`src/rtl/vsmac_feeder_pkg.sv`:
```
// Shared types and helpers for the vector-scalar MAC feeder.
package vsmac_feeder_pkg;

   typedef enum logic [2:0] {
      StIdle  = 3'd0,
      StClear = 3'd1,
      StRun   = 3'd2,
      StDrain = 3'd3,
      StDone  = 3'd4
   } state_e;

   // Index width for a table of n entries; never narrower than one bit.
   function automatic int unsigned aw(input int unsigned n);
      return (n <= 1) ? 1 : $clog2(n);
   endfunction

endpackage

```
`src/rtl/vsmac_feeder_if.sv`:
```
// Host write/start bus and MAC-array drive signals of the feeder.
interface vsmac_feeder_if #(
   parameter int unsigned SIZE          = 6,
   parameter int unsigned WIDTH         = 8,
   parameter int unsigned ACCUMULATIONS = 3
);
   localparam int unsigned AW = vsmac_feeder_pkg::aw(ACCUMULATIONS);

   logic                  w_wr_en;
   logic [AW-1:0]         w_wr_addr;
   logic [WIDTH*SIZE-1:0] w_wr_data;
   logic                  x_wr_en;
   logic [AW-1:0]         x_wr_addr;
   logic [WIDTH-1:0]      x_wr_data;
   logic                  start;
   logic                  busy;
   logic                  done;
   logic                  mac_clr;
   logic                  mac_en;
   logic [WIDTH*SIZE-1:0] mac_a;
   logic [WIDTH-1:0]      mac_b;

   modport master (
      output w_wr_en, w_wr_addr, w_wr_data, x_wr_en, x_wr_addr, x_wr_data, start,
      input  busy, done, mac_clr, mac_en, mac_a, mac_b
   );

   modport slave (
      input  w_wr_en, w_wr_addr, w_wr_data, x_wr_en, x_wr_addr, x_wr_data, start,
      output busy, done, mac_clr, mac_en, mac_a, mac_b
   );

endinterface

```
`src/rtl/vsmac_feed_regfile.sv`:
```
// DEPTH x DW register file: one range-checked synchronous write port,
// one combinational read port, asynchronous clear.
module vsmac_feed_regfile
   import vsmac_feeder_pkg::*;
#(
   parameter int unsigned DEPTH = 3,
   parameter int unsigned DW    = 8,
   parameter int unsigned AW    = aw(DEPTH)
) (
   input  logic          clk,
   input  logic          reset,
   input  logic          we,
   input  logic [AW-1:0] waddr,
   input  logic [DW-1:0] wdata,
   input  logic [AW-1:0] raddr,
   output logic [DW-1:0] rdata
);

   logic [DW-1:0] mem_q [DEPTH];

   always_ff @(posedge clk or posedge reset) begin
      if (reset) begin
         for (int i = 0; i < int'(DEPTH); i++) mem_q[i] <= '0;
      end else if (we && (32'(waddr) < DEPTH)) begin
         mem_q[waddr] <= wdata;
      end
   end

   always_comb begin
      rdata = '0;
      if (32'(raddr) < DEPTH) rdata = mem_q[raddr];
   end

endmodule

```
`src/rtl/vsmac_feeder.sv`:
```
// Sequencer that clears the MAC accumulators, then streams stored weight
// columns and scalars into the MAC array, and reports completion.
module vsmac_feeder
   import vsmac_feeder_pkg::*;
#(
   parameter int unsigned SIZE          = 6,
   parameter int unsigned WIDTH         = 8,
   parameter int unsigned ACCUMULATIONS = 3,
   parameter int unsigned DRAIN_CYCLES  = 1
) (
   input logic           clk,
   input logic           reset,
   vsmac_feeder_if.slave bus
);

   localparam int unsigned AW  = aw(ACCUMULATIONS);
   localparam int unsigned CW  = aw(DRAIN_CYCLES);
   localparam int unsigned WDW = WIDTH * SIZE;
   localparam logic [AW-1:0] KLast = AW'(ACCUMULATIONS - 1);
   localparam logic [CW-1:0] CLast = CW'(DRAIN_CYCLES - 1);

   state_e           state_q, state_d;
   logic [AW-1:0]    k_q, k_d;
   logic [CW-1:0]    cnt_q, cnt_d;
   logic             busy_q, busy_d;
   logic             done_q, done_d;
   logic             clr_q, clr_d;
   logic             en_q, en_d;
   logic [WDW-1:0]   a_q, a_d, w_rdata;
   logic [WIDTH-1:0] b_q, b_d, x_rdata;
   logic             idle;

   assign idle = (state_q == StIdle);

   vsmac_feed_regfile #(
      .DEPTH (ACCUMULATIONS),
      .DW    (WDW),
      .AW    (AW)
   ) u_w_bank (
      .clk   (clk),
      .reset (reset),
      .we    (bus.w_wr_en & idle),
      .waddr (bus.w_wr_addr),
      .wdata (bus.w_wr_data),
      .raddr (k_d),
      .rdata (w_rdata)
   );

   vsmac_feed_regfile #(
      .DEPTH (ACCUMULATIONS),
      .DW    (WIDTH),
      .AW    (AW)
   ) u_x_bank (
      .clk   (clk),
      .reset (reset),
      .we    (bus.x_wr_en & idle),
      .waddr (bus.x_wr_addr),
      .wdata (bus.x_wr_data),
      .raddr (k_d),
      .rdata (x_rdata)
   );

   always_comb begin
      state_d = state_q;
      k_d     = k_q;
      cnt_d   = cnt_q;
      unique case (state_q)
         StIdle:  if (bus.start) state_d = StClear;
         StClear: begin
            state_d = StRun;
            k_d     = '0;
         end
         StRun: begin
            if (k_q == KLast) begin
               state_d = StDrain;
               k_d     = '0;
               cnt_d   = '0;
            end else begin
               k_d = k_q + 1'b1;
            end
         end
         StDrain: begin
            if (cnt_q == CLast) state_d = StDone;
            else                cnt_d   = cnt_q + 1'b1;
         end
         StDone:  state_d = StIdle;
         default: state_d = StIdle;
      endcase

      // Outputs are registered, so they are decoded from the next state.
      busy_d = state_d inside {StClear, StRun, StDrain};
      done_d = (state_d == StDone);
      clr_d  = (state_d == StClear);
      en_d   = (state_d == StRun);
      a_d    = en_d ? w_rdata : a_q;
      b_d    = en_d ? x_rdata : b_q;
   end

   always_ff @(posedge clk or posedge reset) begin
      if (reset) begin
         state_q <= StIdle;
         k_q     <= '0;
         cnt_q   <= '0;
         busy_q  <= 1'b0;
         done_q  <= 1'b0;
         clr_q   <= 1'b0;
         en_q    <= 1'b0;
         a_q     <= '0;
         b_q     <= '0;
      end else begin
         state_q <= state_d;
         k_q     <= k_d;
         cnt_q   <= cnt_d;
         busy_q  <= busy_d;
         done_q  <= done_d;
         clr_q   <= clr_d;
         en_q    <= en_d;
         a_q     <= a_d;
         b_q     <= b_d;
      end
   end

   assign bus.busy    = busy_q;
   assign bus.done    = done_q;
   assign bus.mac_clr = clr_q;
   assign bus.mac_en  = en_q;
   assign bus.mac_a   = a_q;
   assign bus.mac_b   = b_q;

endmodule

```
`src/flat_wrapper.sv`:
```
// flat-port wrapper written by rule: the top's interface ports become plain ports
module vsmac_feeder_flat import vsmac_feeder_pkg::*;
#(
   parameter int unsigned SIZE          = 6,
   parameter int unsigned WIDTH         = 8,
   parameter int unsigned ACCUMULATIONS = 3,
   parameter int unsigned DRAIN_CYCLES  = 1
)
  (clk, reset, bus_w_wr_en, bus_w_wr_addr, bus_w_wr_data, bus_x_wr_en, bus_x_wr_addr, bus_x_wr_data, bus_start, bus_busy, bus_done, bus_mac_clr, bus_mac_en, bus_mac_a, bus_mac_b);
  vsmac_feeder_if #(.SIZE(SIZE), .WIDTH(WIDTH), .ACCUMULATIONS(ACCUMULATIONS)) bus_i ();
  input logic clk;
  input logic reset;
  input wire logic [$bits(bus_i.w_wr_en)-1:0] bus_w_wr_en;
  input wire logic [$bits(bus_i.w_wr_addr)-1:0] bus_w_wr_addr;
  input wire logic [$bits(bus_i.w_wr_data)-1:0] bus_w_wr_data;
  input wire logic [$bits(bus_i.x_wr_en)-1:0] bus_x_wr_en;
  input wire logic [$bits(bus_i.x_wr_addr)-1:0] bus_x_wr_addr;
  input wire logic [$bits(bus_i.x_wr_data)-1:0] bus_x_wr_data;
  input wire logic [$bits(bus_i.start)-1:0] bus_start;
  output wire logic [$bits(bus_i.busy)-1:0] bus_busy;
  output wire logic [$bits(bus_i.done)-1:0] bus_done;
  output wire logic [$bits(bus_i.mac_clr)-1:0] bus_mac_clr;
  output wire logic [$bits(bus_i.mac_en)-1:0] bus_mac_en;
  output wire logic [$bits(bus_i.mac_a)-1:0] bus_mac_a;
  output wire logic [$bits(bus_i.mac_b)-1:0] bus_mac_b;
  assign bus_i.w_wr_en = bus_w_wr_en;
  assign bus_i.w_wr_addr = bus_w_wr_addr;
  assign bus_i.w_wr_data = bus_w_wr_data;
  assign bus_i.x_wr_en = bus_x_wr_en;
  assign bus_i.x_wr_addr = bus_x_wr_addr;
  assign bus_i.x_wr_data = bus_x_wr_data;
  assign bus_i.start = bus_start;
  assign bus_busy = bus_i.busy;
  assign bus_done = bus_i.done;
  assign bus_mac_clr = bus_i.mac_clr;
  assign bus_mac_en = bus_i.mac_en;
  assign bus_mac_a = bus_i.mac_a;
  assign bus_mac_b = bus_i.mac_b;
  vsmac_feeder #(.SIZE(SIZE), .WIDTH(WIDTH), .ACCUMULATIONS(ACCUMULATIONS), .DRAIN_CYCLES(DRAIN_CYCLES)) u_core (.clk(clk), .reset(reset), .bus(bus_i));
endmodule
```
`config.mk`:
```
export PLATFORM = sky130hd
export DESIGN_NAME = vsmac_feeder_flat
export DESIGN_NICKNAME = d
export VERILOG_FILES = /design/src/rtl/vsmac_feeder_pkg.sv /design/src/rtl/vsmac_feeder_if.sv /design/src/rtl/vsmac_feed_regfile.sv /design/src/rtl/vsmac_feeder.sv /design/src/flat_wrapper.sv
export SDC_FILE = /design/constraint.sdc
export NUM_CORES = 1
export LEC_CHECK = 0
export CELL_PAD_IN_SITES_DETAIL_PLACEMENT = 1
export CELL_PAD_IN_SITES_GLOBAL_PLACEMENT = 1
export CORE_ASPECT_RATIO = 2
export CORE_MARGIN = 3
export CORE_UTILIZATION = 41
export CTS_CLUSTER_DIAMETER = 30
export DETAILED_ROUTE_END_ITERATION = 6
export HOLD_SLACK_MARGIN = 0.12
export PLACE_DENSITY_LB_ADDON = 0.25
export RECOVER_POWER = 100
export SLEW_MARGIN = 20
export SYNTH_ARGS = -nofsm -noshare
export SYNTH_HDL_FRONTEND = slang
export SYNTH_SLANG_ARGS = --single-unit
```
`constraint.sdc`:
```
create_clock -name clk -period 6.55 [get_ports clk]
set_clock_uncertainty 0.05 [all_clocks]
set_input_delay 0.655 -clock clk [delete_from_list [all_inputs] [get_ports clk]]
set_output_delay 0.655 -clock clk [all_outputs]
set_load 0.02 [all_outputs]
```
==> impl_metrics.ini <==
[run_status]
status = finished, violations left
violations = max-capacitance violations, max-slew violations

[critical_path]
rr_worst_depth = 6
crit_path_start_kind = flip-flop
cp_max_fo = 34
r2r-end = u_core.bus.mac_b[1]$_DFFE_PP0P_
critPathRequiredTime_ns = 6.91
endpoint_kind = flip-flop
critical_path_class = reg -> reg
rrSetupSlack_ns = 1.88
r2r-start = u_core.state_q[0]$_DFF_PP0_
cp.arrival_ns = 5.04

[detailed_routing]
wl_per_cell_um = 23.9
firstDrtPassIters = 4
drc = 0
ant_nets = 0
avgViaCountPerCell = 5.92
vias = 7421
drt_iter0_drc = 364
drt_wl_total_um = 29900

[power]
clkPwrFrac_pct = 22.7
switchingPower_w = 0.00292
ir_drop_mv = 0.285
p_seq_share_pct = 35.4
power.leakage_nw = 5.26
powerDensity_nw_per_um2 = 589
swShare_pct = 38.8
internal_power_w = 0.00461
combinationalPowerShare_pct = 41.8

[timing]
period_needed_ns = 4.67
slew_violations = 117
worst_slew_pin_slew_ns = 2.25
fin_crit_sh_pct = 71.4
finalSetupViolations = 0
hold_viol = 0
slew_headroom_pct = -50.2
holdWs_ns = 0.432
fmaxAchievable_ghz = 0.214
setup_tns_ns = 0
rsz0062_at_grt = false

[synth]
yosysUniqueCellTypes = 31
synth_area_per_cell_um2 = 12.7
synth_mux_area_share_pct = 18.4
ys_seq_area_share_pct = 56.8
synth_compound_area_share_pct = 16.3
async_flop_share_pct = 100
ys_ff_latch = 233
syn-cell-area_um2 = 10300
syn_inst = 807
synth_simple_gate_area_share_pct = 4.65
synth_top_family_by_area = multiplexers
syn-num-nets = 872
synthFlopType = dfrtp_1
synth_edf_count = 0
synth_xor_area_share_pct = 0
synthAdderAreaFrac_pct = 0
ys_warn_count = 0

[finish]
antenna_cells = 0
drive_gt1_share_pct = 21.5
nFillCells = 2518
final_common_cell = dfrtp_1
ff_latch_area_um2 = 5830
final_cell_mix = dfrtp_1, mux2_2, clkdlybuf4s50_1, dlygate4sd3_1
area_growth_pct = 24.4
multiInputGateArea_um2 = 4070
final_nets = 962

[placement]
io_buffers = 124
hpwlAfterDp_um = 17900
routabilityCongestion = 0.738

[grt]
first_global_vias = 8284
grt_start_max_net_pins = 156
grt-ovfl-total = 0
antenna_found_initial = 0
grt_usage_pct = 21.8
grt_pass1_wl_um = 47100

[clock_tree]
postCtsSetupBuffers = 0
cts_root_buf = clkbuf_16
clockBufferDepth = 3
clk_pin_slew_ns = 0.06
cts_tree = done
cts-resized-gates = 0
htreeDepth = 1
hold_buffers = 0
clock_sinks = 233
cts_made_buffers = 31
insertion_delay_ns = 0.56

[floorplan]
core_area_um2 = 24500
num_rows = 81
dieArea_um2 = 27100
start_util_pct = 41.9
die_y_um = 230
die_w_um = 118
top_level_ports = 125

[worst_hold_path]
min_from = u_core.u_w_bank.mem_q[102]$_DFFE_PP0P_
hold_class = reg -> reg
holdPathStages = 1
hold_end = u_core.u_w_bank.mem_q[102]$_DFFE_PP0P_

[job]
drv_cap = 3
-- critical path, cell delays in order, from the launching register on --
cell and delay [ns]:
dfrtp_1 1.31, buf_4 0.56, nor2b_1 0.40, nand2b_1 0.78
clkbuf_1 0.85, a32oi_1 0.48, a31oi_1 0.07
-- power groups by stage --
stage,Combinational [W],Sequential [W],Clock (W)
after CTS,0.00327,0.00268,0.00174
after floorplan,0.00203,0.00272,0
final,0.00315,0.00267,0.00171
after global placement,0.00315,0.00267,0
after global routing,0.00344,0.00275,0.00181
after detailed placement,0.00325,0.00270,0
-- how the worst max path moves through the flow --
stage	from	to	cells after the start
2_1_floorplan	reset	u_core.bus.busy$_DFF_PP0_	1
5_1_grt	u_core.state_q[0]$_DFF_PP0_	u_core.bus.mac_b[1]$_DFFE_PP0P_	6
3_3_place_gp	u_core.state_q[0]$_DFF_PP0_	u_core.bus.mac_a[36]$_DFFE_PP0P_	5
6_report	u_core.state_q[0]$_DFF_PP0_	u_core.bus.mac_b[1]$_DFFE_PP0P_	6
4_1_cts	u_core.state_q[0]$_DFF_PP0_	u_core.bus.mac_b[1]$_DFFE_PP0P_	6
3_5_place_dp	u_core.state_q[0]$_DFF_PP0_	u_core.bus.mac_b[1]$_DFFE_PP0P_	6
-- layout make-up --
cell class	count	share of cell area [%]
Sequential cell	233	45.6
Multi-Input combinational cell	488	31.8
Timing Repair Buffer	141	10.9
Clock buffer	38	6.74
Tap cell	332	3.25
Clock inverter	19	1.64
Inverter	2	0.0685
-- cell usage after synthesis (4+ instances only) --
library cell	count	area share, %
o21ai_0	52	2.5
buf_2	27	1.3
clkbuf_1	39	1.4
mux2_2	121	13
dfrtp_1	233	57
nand3_1	56	2.7
o31a_1	56	4.8
nand2_1	6	0.22
a21oi_1	5	0.24
buf_1	11	0.40
mux2_1	47	5.2
buf_6	4	0.44
a32oi_1	56	4.8
a31oi_1	56	3.4
nor2_1	4	0.15
o21ai_1	5	0.24
nand4b_1	4	0.34
-- metal layers --
| layer | GRT usage, % | up-vias | part of all wire (%) |
|---|---|---|---|
| met5 | 0 | - | 0 |
| met4 | 7.01 | 0 | 2.4 |
| met3 | 2.93 | 50 | 3.6 |
| met2 | 41.4 | 188 | 55 |
| met1 | 25.1 | 3901 | 39 |
| li1 | - | 3282 | - |
-- state kept, by name, indices dropped and copies added (netlist names) --
name,cells
u_core.state_q,3
u_core.bus.mac_a,48
u_core.k_q,2
u_core.bus.mac_clr,1
u_core.u_w_bank.mem_q,144
u_core.bus.done,1
u_core.u_x_bank.mem_q,24
u_core.bus.mac_en,1
u_core.bus.busy,1
u_core.bus.mac_b,8
-- kinds of logic (layout without fill, tap and decap cells) --
| family | count (synthesis) | after routing |
|---|---|---|
| DFF | 233 | 233 |
| and+or+nand+nor | 86 | 86 |
| AOI/OAI and AO/OA | 234 | 234 |
| muxes | 168 | 168 |
| buffers and inverters | 86 | 200 |
-- stage by stage --
stage	power (W)	util [%]	instance area [µm²]	worst slack, ns	std cells
floorplan	0.00474	-	10300	2.80	807
global placement	0.00582	47.8	11700	3.35	1195
detailed placement	0.00595	47.8	11700	3.25	1195
CTS	0.00769	52.2	12800	3.20	1252
global route	0.00800	52.1	12800	1.57	1253
finish	0.00753	52.1	12800	1.88	1253
Note: power is estimated with default switching activity, not from simulation.
